## src/rtl/serial_subtractor_if.sv

```systemverilog
// Bundle of request/response signals for serial_subtractor.
// start is a request sampled at a rising edge only while busy=0; done is a one-cycle response carrying diff/bout/ovf.
interface serial_subtractor_if #(
  parameter int WIDTH = 8
);
  logic             start;
  logic [WIDTH-1:0] a;
  logic [WIDTH-1:0] b;
  logic             bin;
  logic             busy;
  logic             done;
  logic [WIDTH-1:0] diff;
  logic             bout;
  logic             ovf;
  logic [1:0]       dbg_state;

  modport master (
    output start, a, b, bin,
    input  busy, done, diff, bout, ovf, dbg_state
  );

  modport slave (
    input  start, a, b, bin,
    output busy, done, diff, bout, ovf, dbg_state
  );
endinterface

```

## src/rtl/serial_subtractor.sv

```systemverilog
// Multi-cycle subtractor: diff = a - b - bin, DIGIT bits per clock through a
// chain of full-subtractor cells with a registered borrow between digits.
module serial_subtractor #(
  parameter int WIDTH = 8,
  parameter int DIGIT = 1
) (
  input logic                clk,
  input logic                rst_n,
  serial_subtractor_if.slave bus
);
  localparam int STEPS = WIDTH / DIGIT;
  localparam int CW    = (STEPS > 1) ? $clog2(STEPS) : 1;

  typedef enum logic [1:0] {
    S_IDLE = 2'd0,
    S_RUN  = 2'd1,
    S_DONE = 2'd2
  } state_t;

  state_t           r_state;
  logic [WIDTH-1:0] r_a;
  logic [WIDTH-1:0] r_b;
  logic [WIDTH-1:0] r_diff;
  logic             r_borrow;
  logic             r_bout;
  logic             r_ovf;
  logic             r_busy;
  logic             r_done;
  logic [CW-1:0]    r_step;

  logic [DIGIT-1:0] w_d;
  logic             w_c;
  logic             w_c_msb;
  logic             w_last;
  logic [WIDTH-1:0] w_diff_nxt;

  // Ripple the borrow through the DIGIT cells; w_c_msb keeps the borrow entering the top cell.
  always_comb begin
    w_d     = '0;
    w_c     = r_borrow;
    w_c_msb = r_borrow;
    for (int i = 0; i < DIGIT; i++) begin
      w_c_msb = w_c;
      w_d[i]  = r_a[i] ^ r_b[i] ^ w_c;
      w_c     = (~r_a[i] & r_b[i]) | (~r_a[i] & w_c) | (r_b[i] & w_c);
    end
  end

  assign w_last     = (r_step == CW'(STEPS - 1));
  assign w_diff_nxt = (r_diff >> DIGIT) | (WIDTH'(w_d) << (WIDTH - DIGIT));

  always_ff @(posedge clk or negedge rst_n) begin
    if (!rst_n) begin
      r_state  <= S_IDLE;
      r_a      <= '0;
      r_b      <= '0;
      r_diff   <= '0;
      r_borrow <= 1'b0;
      r_bout   <= 1'b0;
      r_ovf    <= 1'b0;
      r_busy   <= 1'b0;
      r_done   <= 1'b0;
      r_step   <= '0;
    end else begin
      r_done <= 1'b0;
      case (r_state)
        S_IDLE, S_DONE: begin
          if (bus.start) begin
            r_a      <= bus.a;
            r_b      <= bus.b;
            r_borrow <= bus.bin;
            r_step   <= '0;
            r_busy   <= 1'b1;
            r_state  <= S_RUN;
          end else begin
            r_state <= S_IDLE;
          end
        end
        S_RUN: begin
          r_a      <= r_a >> DIGIT;
          r_b      <= r_b >> DIGIT;
          r_diff   <= w_diff_nxt;
          r_borrow <= w_c;
          r_step   <= r_step + 1'b1;
          // The last digit holds the sign bit, so its borrows decide bout and ovf.
          if (w_last) begin
            r_bout  <= w_c;
            r_ovf   <= w_c_msb ^ w_c;
            r_busy  <= 1'b0;
            r_done  <= 1'b1;
            r_state <= S_DONE;
          end
        end
        default: begin
          r_busy  <= 1'b0;
          r_state <= S_IDLE;
        end
      endcase
    end
  end

  assign bus.busy      = r_busy;
  assign bus.done      = r_done;
  assign bus.diff      = r_diff;
  assign bus.bout      = r_bout;
  assign bus.ovf       = r_ovf;
  assign bus.dbg_state = r_state;
endmodule

```

## src/flat_wrapper.sv

```systemverilog
// flat-port wrapper written by rule: the top's interface ports become plain ports
module serial_subtractor_flat 
#(
  parameter int WIDTH = 8,
  parameter int DIGIT = 1
)
  (clk, rst_n, bus_start, bus_a, bus_b, bus_bin, bus_busy, bus_done, bus_diff, bus_bout, bus_ovf, bus_dbg_state);
  serial_subtractor_if #(.WIDTH(WIDTH)) bus_i ();
  input logic clk;
  input logic rst_n;
  input wire logic [$bits(bus_i.start)-1:0] bus_start;
  input wire logic [$bits(bus_i.a)-1:0] bus_a;
  input wire logic [$bits(bus_i.b)-1:0] bus_b;
  input wire logic [$bits(bus_i.bin)-1:0] bus_bin;
  output wire logic [$bits(bus_i.busy)-1:0] bus_busy;
  output wire logic [$bits(bus_i.done)-1:0] bus_done;
  output wire logic [$bits(bus_i.diff)-1:0] bus_diff;
  output wire logic [$bits(bus_i.bout)-1:0] bus_bout;
  output wire logic [$bits(bus_i.ovf)-1:0] bus_ovf;
  output wire logic [$bits(bus_i.dbg_state)-1:0] bus_dbg_state;
  assign bus_i.start = bus_start;
  assign bus_i.a = bus_a;
  assign bus_i.b = bus_b;
  assign bus_i.bin = bus_bin;
  assign bus_busy = bus_i.busy;
  assign bus_done = bus_i.done;
  assign bus_diff = bus_i.diff;
  assign bus_bout = bus_i.bout;
  assign bus_ovf = bus_i.ovf;
  assign bus_dbg_state = bus_i.dbg_state;
  serial_subtractor #(.WIDTH(WIDTH), .DIGIT(DIGIT)) u_core (.clk(clk), .rst_n(rst_n), .bus(bus_i));
endmodule
```

## config.mk

```make
export PLATFORM = sky130hd
export DESIGN_NAME = serial_subtractor_flat
export DESIGN_NICKNAME = d
export VERILOG_FILES = /design/src/rtl/serial_subtractor_if.sv /design/src/rtl/serial_subtractor.sv /design/src/flat_wrapper.sv
export SDC_FILE = /design/constraint.sdc
export NUM_CORES = 1
export LEC_CHECK = 0
export BUFFER_PORTS_ARGS = -buffer_cell sky130_fd_sc_hd__buf_2
export CORE_MARGIN = 2
export CORE_UTILIZATION = 50
export DETAILED_ROUTE_END_ITERATION = 10
export PLACE_DENSITY = 0.7
export SYNTH_ARGS = -nofsm -noshare
export SYNTH_HDL_FRONTEND = slang
export SYNTH_SLANG_ARGS = --single-unit
```

## constraint.sdc

```tcl
create_clock -name clk -period 1.7 [get_ports clk]
set_clock_uncertainty 0.15 [all_clocks]
set_input_delay 0 -clock clk [delete_from_list [all_inputs] [get_ports clk]]
set_output_delay 0 -clock clk [all_outputs]
set_load 0.02 [all_outputs]
```

==> qor.txt, run 1 <==
Vias in the first global route - 1235
Clk sinks - 34
Avg Inst Size Synth - 14.1 um^2
Cell Area, Synth - 1740 um^2
Placed insts - 199
Remaining DRCs - 0
Worst-skew pair later-pin latency - 0.34 ns
CTS tree - done
Final cell count without fillers - 225
Hold-fix buffers, CTS - 18
Hold Vio Cnt, Final - 0
Area Growth Syn to Fin - 25.1%
Post-CTS Setup Repair Bufs - 0
Setup TNS - 0 ns
H-tree depth - 2
Most common cell after layout, fill and taps aside - mux2i_1
Final nets - 201
CP max FO - 4
Reg clk slew, reported paths - 0.10 ns
Pwr Density - 1620 nW/um^2
Net Count, Synth - 147
Chip height - 63.1 um
Initial antenna violation count - 0
DRT Pass-1 Iters - 4
Largest net degree at the start of global routing - 35
First-pass GRT wire length - 5.55 mm
Grt ovf - 0
# IOs - 34
Startpoint types - flip-flop
Worst path required time - 1.79 ns
Peak supply drop - 0.682 mV
RSZ-0062 raised after global routing - false
Avg Vias per Cell - 5.00
N_diodes - 0
Mapped Cells - 124
MaxCap Viol Count - 0
Min Tclk post-route - 1.63 ns
Worst-case clock buffer depth - 2
ANT nets after route - 0
Ys Warns - 0
Resized cells post-CTS - 0
IO Port Bufs - 33
Setup CP Type - flip-flop to flip-flop
CP endpoint kind - flip-flop
Most frequent cells in the layout - mux2i_1, dfrtp_1, buf_2
GP Congestion - 0.673
Die area - 3980 um^2
DR iter-0 viols - 15
Synth Register Bits - 34
Chip Width - 63.1 um
Via Count - 1124
# fillers - 275
Fin area - 2180 um^2
Wirelength per Cell - 14.5 um
Crit share post-route - 95.7%
Final wirelength - 3.27 mm
Core Rows - 21
Data arrival, critical path - 1.71 ns
Ratio of cells with drive above 1 in the final layout - 33.0%
Core area - 3340 um^2
Final Max Slew Viols - 0
Total CTS buffers - 5
Status - finished, final reports clean
HPWL Detailed - 2.23 mm
Tightest Pin Transition - 0.760 ns
P_leak - 1.11 nW
Placed inst area - 1940 um^2
Final setup vio count - 0
HP Class - input port to flip-flop
Slew headroom - 49.3%
FMAX - 0.615 GHz
GRT Total Usage - 18.6%
Distinct cells, synth - 20
Sequential area share after synthesis - 48.8%
Clock root buffer - clkbuf_4
Initial core utilization - 52.3%
where the power goes:
part | internal, W | switching, W | total, W
Sequential | 0.00116 | 0.000285 | 0.00145
Clock | 0.000200 | 0.000270 | 0.000470
Combinational | 0.000869 | 0.000746 | 0.00161
Total | 0.00223 | 0.00130 | 0.00353
cells in the mapped netlist:
master	instances	area, um^2
o21ai_0	2	10.0
nand3_1	2	10.0
nor2_1	3	11.3
ha_1	2	25.0
o2bb2ai_1	1	8.76
xor2_1	1	8.76
and3b_2	1	10.0
mux2_2	3	33.8
buf_4	2	15.0
and3b_1	1	8.76
inv_1	2	7.51
dfrtp_1	34	851
fa_1	1	20.0
mux2i_1	48	480
xnor2_1	1	8.76
mux2_4	9	135
buf_2	3	15.0
buf_6	4	45.0
a22o_1	3	26.3
nand2b_4	1	13.8
routing by layer:
metal | global-route usage [%] | up-vias | wire (um)
li1 | - | 550 | -
met1 | 21.3 | 542 | 1370
met2 | 32.4 | 24 | 1700
met3 | 5.36 | 8 | 126
met4 | 7.78 | 0 | 79
met5 | 0 | - | 0
metrics by stage:
step	total power [W]	setup slack (ns)	hold WS, ns	utilization, %
finish	0.00353	0.0731	0.0486	65.4
global route	0.00378	0.0234	0.0745	65.4
CTS	0.00357	0.0673	0.0393	65.4
detailed placement	0.00307	0.0802	-0.0338	58.2
global placement	0.00297	0.112	-0.0472	58.2
floorplan	0.00266	0.137	-0.446	-
kinds of logic after synthesis:
kind of cell | share of synthesized area, %
AOI/OAI and AO/OA | 2.58
xor gates and xnor gates | 1.00
adders and majority gates | 2.58
buffers and inverters | 4.73
DFF | 48.8
muxes | 37.2
and+or+nand+nor | 3.08
final cells by class:
cell class	instances	area [um^2]	share of cell area (%)
Timing Repair Buffer	56	395	18.1
Clock inverter	1	5.00	0.229
Sequential cell	34	851	39.0
Clock buffer	7	55.1	2.52
Tap cell	46	57.6	2.64
Multi-Input combinational cell	79	811	37.2
Inverter	2	7.51	0.344
sequential cells by signal, indices dropped and copies added (netlist names), 2 cells and up:
signal	cells
u_core.r_step	3
u_core.bus.dbg_state	2
u_core.bus.diff	8
u_core.r_b	8
u_core.r_a	8
final timing paths:
path | slack (ns) | depth (start not counted) | start | endpoint
max in group asynchronous | 0.80 | 2 | rst_n | u_core.r_b[3]$_DFFE_PN0P_
worst min-delay path | 0.05 | 3 | bus_start | u_core.r_b[3]$_DFFE_PN0P_
worst max-delay path | 0.07 | 3 | u_core.r_borrow$_DFFE_PN0P_ | u_core.bus.ovf$_DFFE_PN0P_
worst min register to register | 0.37 | 1 | u_core.bus.diff[0]$_DFFE_PN0P_ | u_core.bus.diff[0]$_DFFE_PN0P_
worst max register to register | 0.07 | 3 | u_core.r_borrow$_DFFE_PN0P_ | u_core.bus.ovf$_DFFE_PN0P_
min in group asynchronous | 0.10 | 2 | rst_n | u_core.bus.done$_DFF_PN0_
worst max-delay path, stage by stage (launching register included):
cell and delay (ns):
dfrtp_1 0.44, fa_1 0.50, xor2_1 0.18, mux2_4 0.25
Power figures use the tool's default switching activity.
==> inputs of run 2 (changes only) <==
--- a/config.mk
+++ b/config.mk
@@ -9,7 +9,7 @@
 export CORE_MARGIN = 2
 export CORE_UTILIZATION = 50
 export DETAILED_ROUTE_END_ITERATION = 10
-export PLACE_DENSITY = 0.7
+export PLACE_DENSITY = 0.82
 export SYNTH_ARGS = -nofsm -noshare
 export SYNTH_HDL_FRONTEND = slang
 export SYNTH_SLANG_ARGS = --single-unit
==> qor.txt, run 2 (synthesis results as in run 1) <==
Tightest Pin Transition - 0.748 ns (was 0.760 ns)
Clk sinks - 34 (unchanged)
DRT Pass-1 Iters - 4 (unchanged)
N_diodes - 0 (unchanged)
Reg area - 851 um^2 (unchanged)
CP endpoint kind - flip-flop (unchanged)
Most common cell after layout, fill and taps aside - mux2i_1 (unchanged)
Startpoint types - flip-flop (unchanged)
FMAX - 0.608 GHz (was 0.615 GHz)
Overall Power - 0.00351 W (was 0.00353 W)
Hold Path Depth - 3 (unchanged)
Max Used Layer - met4 (unchanged)
Data arrival, critical path - 1.71 ns (about the same)
HPWL Detailed - 2.35 mm (was 2.23 mm)
P_leak - 1.10 nW (was 1.11 nW)
Chip height - 63.1 um (unchanged)
GRT Total Usage - 19.7% (was 18.6%)
H-tree depth - 2 (unchanged)
Pwr Density - 1620 nW/um^2 (about the same)
Status - finished, final reports clean (unchanged)
Crit share post-route - 96.7% (was 95.7%)
Final wirelength - 3.38 mm (was 3.27 mm)
Avg Vias per Cell - 5.20 (was 5.00)
Min-delay src - bus_start (unchanged)
Ratio of cells with drive above 1 in the final layout - 33.0% (unchanged)
Routed metal-1 wirelength - 1.38 mm (was 1.37 mm)
Hold Vio Cnt, Final - 0 (unchanged)
Setup CP Type - flip-flop to flip-flop (unchanged)
Final Worst Setup Slack - 0.0564 ns (was 0.0731 ns)
MaxCap Viol Count - 0 (unchanged)
Setup TNS - 0 ns (unchanged)
Combined area of the multi-input logic cells - 811 um^2 (unchanged)
Core area - 3340 um^2 (unchanged)
Final nets - 201 (unchanged)
Wirelength per Cell - 15.0 um (was 14.5 um)
Slew headroom - 50.1% (was 49.3%)
Largest net degree at the start of global routing - 35 (unchanged)
Worst path required time - 1.77 ns (was 1.79 ns)
Clock root buffer - clkbuf_4 (unchanged)
DR WL met3 - 160 um (was 126 um)
Chip Width - 63.1 um (unchanged)
Reg clk slew, reported paths - 0.10 ns (about the same)
Remaining DRCs - 0 (unchanged)
Worst-case clock buffer depth - 2 (unchanged)
Vias in the first global route - 1200 (was 1235)
CTS tree - done (unchanged)
Met2 wire len - 1.80 mm (was 1.70 mm)
Initial core utilization - 52.3% (unchanged)
Peak supply drop - 0.940 mV (was 0.682 mV)
R2R Setup Slk - 0.06 ns (was 0.07 ns)
CP max FO - 3 (was 4)
# fillers - 270 (was 275)
Most frequent cells in the layout - mux2i_1, dfrtp_1, buf_2 (unchanged)
Worst-skew pair later-pin latency - 0.33 ns (was 0.34 ns)
Post-CTS Setup Repair Bufs - 0 (unchanged)
Final Max Slew Viols - 0 (unchanged)
Total CTS buffers - 5 (unchanged)
HP Class - input port to flip-flop (unchanged)
Final setup vio count - 0 (unchanged)
Min Tclk post-route - 1.64 ns (was 1.63 ns)
GP Congestion - 0.768 (was 0.673)
Die area - 3980 um^2 (unchanged)
ANT nets after route - 0 (unchanged)
Setup WS pre-CTS - 0.0671 ns (was 0.0802 ns)
# IOs - 34 (unchanged)
Reg2reg end - u_core.bus.bout$_DFFE_PN0P_ (was u_core.bus.ovf$_DFFE_PN0P_)
Min-Delay Endpoint - u_core.bus.busy$_DFFE_PN0P_ (was u_core.r_b[3]$_DFFE_PN0P_)
Core Rows - 21 (unchanged)
RSZ-0062 raised after global routing - false (unchanged)
Initial antenna violation count - 0 (unchanged)
Worst Setup SP - u_core.r_step[0]$_DFFE_PN0P_ (was u_core.r_borrow$_DFFE_PN0P_)
First-pass GRT wire length - 5.79 mm (was 5.55 mm)
Reg2Reg Depth - 4 (was 3)
Final core occ - 65.0% (was 65.4%)
Resized cells post-CTS - 0 (unchanged)
Via Count - 1171 (was 1124)
Grt ovf - 0 (unchanged)
Area Growth Syn to Fin - 24.4% (was 25.1%)
DR iter-0 viols - 36 (was 15)
IO Port Bufs - 33 (unchanged)
Reg-to-reg startpoint - u_core.r_step[0]$_DFFE_PN0P_ (was u_core.r_borrow$_DFFE_PN0P_)
[run 2: cell counts in the layout (fill, tap and decap cells not counted)]
No cell type changed its count.
[run 2: critical path, stage by stage, from the launching register on]
cell,delay [ns]
dfrtp_1,0.42
ha_1,0.21
ha_1,0.20
and3b_2,0.24
mux2_4,0.31
[run 2: report_power, final]
part	total, W	internal (W)	leakage (nW)	switching, W
Sequential	0.00146	0.00116	0.424	0.000298
Clock	0.000457	0.000200	0.0353	0.000256
Combinational	0.00160	0.000856	0.644	0.000743
Total	0.00351	0.00222	1.10	0.00130
[run 2: metrics by stage]
stage / hold slack, ns / cell area [um^2] / std cells
2_1_floorplan: -0.446 / 1740 / 124
4_1_cts: 0.0649 / 2170 / 225
5_1_grt: 0.0860 / 2170 / 225
6_report: 0.0735 / 2170 / 225
3_5_place_dp: -0.0406 / 1930 / 199
3_3_place_gp: -0.0494 / 1930 / 199
[run 2: worst max-delay path by stage]
| stage | to | slack (ns) | cells after the start |
|---|---|---|---|
| after detailed placement | u_core.bus.bout$_DFFE_PN0P_ | 0.07 | 4 |
| after CTS | u_core.bus.bout$_DFFE_PN0P_ | 0.04 | 4 |
| after floorplan | u_core.bus.ovf$_DFFE_PN0P_ | 0.14 | 3 |
| after global routing | u_core.bus.bout$_DFFE_PN0P_ | 0.002 | 4 |
| after global placement | u_core.bus.ovf$_DFFE_PN0P_ | 0.11 | 3 |
| final | u_core.bus.bout$_DFFE_PN0P_ | 0.06 | 4 |
[run 2: final cells by class]
cell class	count	share of cell area, %
clock buffers	7	2.54
clock inverters	1	0.231
inverters	2	0.346
multi-input cells	79	37.4
flip-flops and latches	34	39.2
well taps	46	2.65
repair buffers	56	17.6
[run 2: routing by layer]
layer  vias up  track usage, %
met5         -               0
met3         6            6.43
met2        37            34.3
met1       569            22.2
met4         0            7.50
li1        559               -
[run 2: timing repair]
| item | in CTS | in global routing |
|---|---|---|
| hold endpoints to repair | 51 | 0 |
| hold buffers | 18 | 0 |
| endpoints found under the setup margin | 0 | 0 |
==> inputs of run 3 (changes only) <==
--- a/config.mk
+++ b/config.mk
@@ -8,6 +8,7 @@
 export BUFFER_PORTS_ARGS = -buffer_cell sky130_fd_sc_hd__buf_2
 export CORE_MARGIN = 2
 export CORE_UTILIZATION = 50
+export CTS_BUF_LIST = sky130_fd_sc_hd__clkbuf_16
 export DETAILED_ROUTE_END_ITERATION = 10
 export PLACE_DENSITY = 0.82
 export SYNTH_ARGS = -nofsm -noshare
==> qor.txt, run 3 (synthesis results as in run 1) <==
Via Count - 1157 (was 1171)
Core area - 3340 um^2 (unchanged)
HPWL Detailed - 2.35 mm (unchanged)
GP Congestion - 0.768 (unchanged)
Setup TNS - 0 ns (unchanged)
Tightest Pin Transition - 0.730 ns (was 0.748 ns)
Vias in the first global route - 1204 (was 1200)
Min-Delay Endpoint - u_core.bus.busy$_DFFE_PN0P_ (unchanged)
Total CTS buffers - 5 (unchanged)
Slew headroom - 51.3% (was 50.1%)
Final nets - 201 (unchanged)
Crit-path max cell delay - 0.41 ns (was 0.42 ns)
Peak supply drop - 0.861 mV (was 0.940 mV)
Chip Width - 63.1 um (unchanged)
Startpoint types - flip-flop (unchanged)
Grt ovf - 0 (unchanged)
HP Class - input port to flip-flop (unchanged)
Worst path required time - 1.71 ns (was 1.77 ns)
Chip height - 63.1 um (unchanged)
Min Tclk post-route - 1.65 ns (was 1.64 ns)
Worst-skew pair later-pin latency - 0.27 ns (was 0.33 ns)
Min-delay src - bus_start (unchanged)
Remaining DRCs - 0 (unchanged)
Largest net degree at the start of global routing - 35 (unchanged)
CP most frequent cell - ha_1 (unchanged)
# fillers - 258 (was 270)
MaxCap Viol Count - 0 (unchanged)
Final Worst Setup Slack - 0.0502 ns (was 0.0564 ns)
IO Port Bufs - 33 (unchanged)
Final Max Slew Viols - 0 (unchanged)
CTS tree - done (unchanged)
R2R Setup Slk - 0.05 ns (was 0.06 ns)
Clk sinks - 34 (unchanged)
Data arrival, critical path - 1.66 ns (was 1.71 ns)
Clock root buffer - clkbuf_16 (was clkbuf_4)
CP bufs+invs - 0 (unchanged)
Hold slack - 0.135 ns (was 0.0735 ns)
DRT Pass-1 Iters - 2 (was 4)
Final core occ - 67.3% (was 65.0%)
Ratio of cells with drive above 1 in the final layout - 32.4% (was 33.0%)
Worst Setup SP - u_core.r_step[0]$_DFFE_PN0P_ (unchanged)
Die area - 3980 um^2 (unchanged)
RSZ-0062 raised after global routing - false (unchanged)
Hold Vio Cnt, Final - 0 (unchanged)
Hold Path Depth - 3 (unchanged)
Initial core utilization - 52.3% (unchanged)
Wirelength per Cell - 15.1 um (was 15.0 um)
H-tree depth - 2 (unchanged)
# IOs - 34 (unchanged)
Most frequent cells in the layout - mux2i_1, dfrtp_1, buf_2 (unchanged)
Area Growth Syn to Fin - 28.8% (was 24.4%)
Setup WS pre-CTS - 0.0671 ns (unchanged)
Reg clk slew, reported paths - 0.05 ns (was 0.10 ns)
Reg-to-reg startpoint - u_core.r_step[0]$_DFFE_PN0P_ (unchanged)
Reg2Reg Depth - 4 (unchanged)
N_diodes - 0 (unchanged)
Pwr Density - 1730 nW/um^2 (was 1620 nW/um^2)
DR iter-0 viols - 31 (was 36)
Core Rows - 21 (unchanged)
Final wirelength - 3.40 mm (was 3.38 mm)
Cell chain of the critical path - ha_1 -> ha_1 -> and3b_2 -> mux2_4 (unchanged)
Worst-case clock buffer depth - 2 (unchanged)
GRT Total Usage - 19.7% (about the same)
Setup CP Type - flip-flop to flip-flop (unchanged)
Initial antenna violation count - 0 (unchanged)
First-pass GRT wire length - 5.75 mm (was 5.79 mm)
Crit share post-route - 97.0% (was 96.7%)
FMAX - 0.606 GHz (was 0.608 GHz)
P_leak - 1.14 nW (was 1.10 nW)
Critical path's top delay family - adder cells (was flip-flops)
Reg2reg end - u_core.bus.bout$_DFFE_PN0P_ (unchanged)
Overall Power - 0.00390 W (was 0.00351 W)
Crit-path slowest cell - dfrtp_1 (unchanged)
Status - finished, final reports clean (unchanged)
Most common cell after layout, fill and taps aside - mux2i_1 (unchanged)
CP endpoint kind - flip-flop (unchanged)
Avg Vias per Cell - 5.14 (was 5.20)
ANT nets after route - 0 (unchanged)
Final setup vio count - 0 (unchanged)
CP max FO - 3 (unchanged)
## run 3: changes by cell type in the layout (fill, tap and decap cells not counted)
cell	delta
clkbuf_16	+5
clkbuf_4	-5
clkbuf_1	-1
clkbuf_8	-1
clkinv_1	+1
inv_1	+1
## run 3: worst max-delay path by stage
stage                                  end  slack (ns)  cells past startpoint
2_1_floorplan   u_core.bus.ovf$_DFFE_PN0P_        0.14                      3
3_3_place_gp    u_core.bus.ovf$_DFFE_PN0P_        0.11                      3
3_5_place_dp   u_core.bus.bout$_DFFE_PN0P_        0.07                      4
4_1_cts        u_core.bus.bout$_DFFE_PN0P_        0.05                      4
5_1_grt        u_core.bus.bout$_DFFE_PN0P_        0.02                      4
6_report       u_core.bus.bout$_DFFE_PN0P_        0.05                      4
## run 3: report_power, final
group / internal (W) / total [W] / switching, W
clock network: 0.000528 / 0.000832 / 0.000304
logic: 0.000857 / 0.00160 / 0.000742
registers: 0.00117 / 0.00147 / 0.000300
## run 3: tightest hold or removal path, stage by stage
cell and delay (ns):
buf_2 0.28, nor2_1 0.16, o2bb2ai_1 0.07
## run 3: final cells by class
type	instances	area [um^2]	area share, %
Multi-Input combinational cell	79	811	36.1
Inverter	2	7.51	0.334
Tap cell	46	57.6	2.56
Timing Repair Buffer	56	383	17.0
Clock buffer	5	125	5.57
Sequential cell	34	851	37.9
Clock inverter	3	12.5	0.557
## run 3: what timing repair did
item / CTS / global route
resized for setup: 0 / 0
hold buffers: 18 / 0
buffers inserted: 0 / 0
hold endpoints to repair: 51 / 0
## run 3: stage by stage
step / cells / instance area (um^2)
3_5_place_dp: 199 / 1930
2_1_floorplan: 124 / 1740
4_1_cts: 225 / 2250
6_report: 225 / 2250
3_3_place_gp: 199 / 1930
5_1_grt: 225 / 2250
## run 3: routing by layer
layer / global-route usage, % / share of wire (%) / vias up
li1: - / - / 551
met1: 21.8 / 41 / 572
met2: 34.4 / 53 / 29
met3: 6.96 / 4.7 / 5
met4: 7.50 / 1.6 / 0
met5: 0 / 0 / -
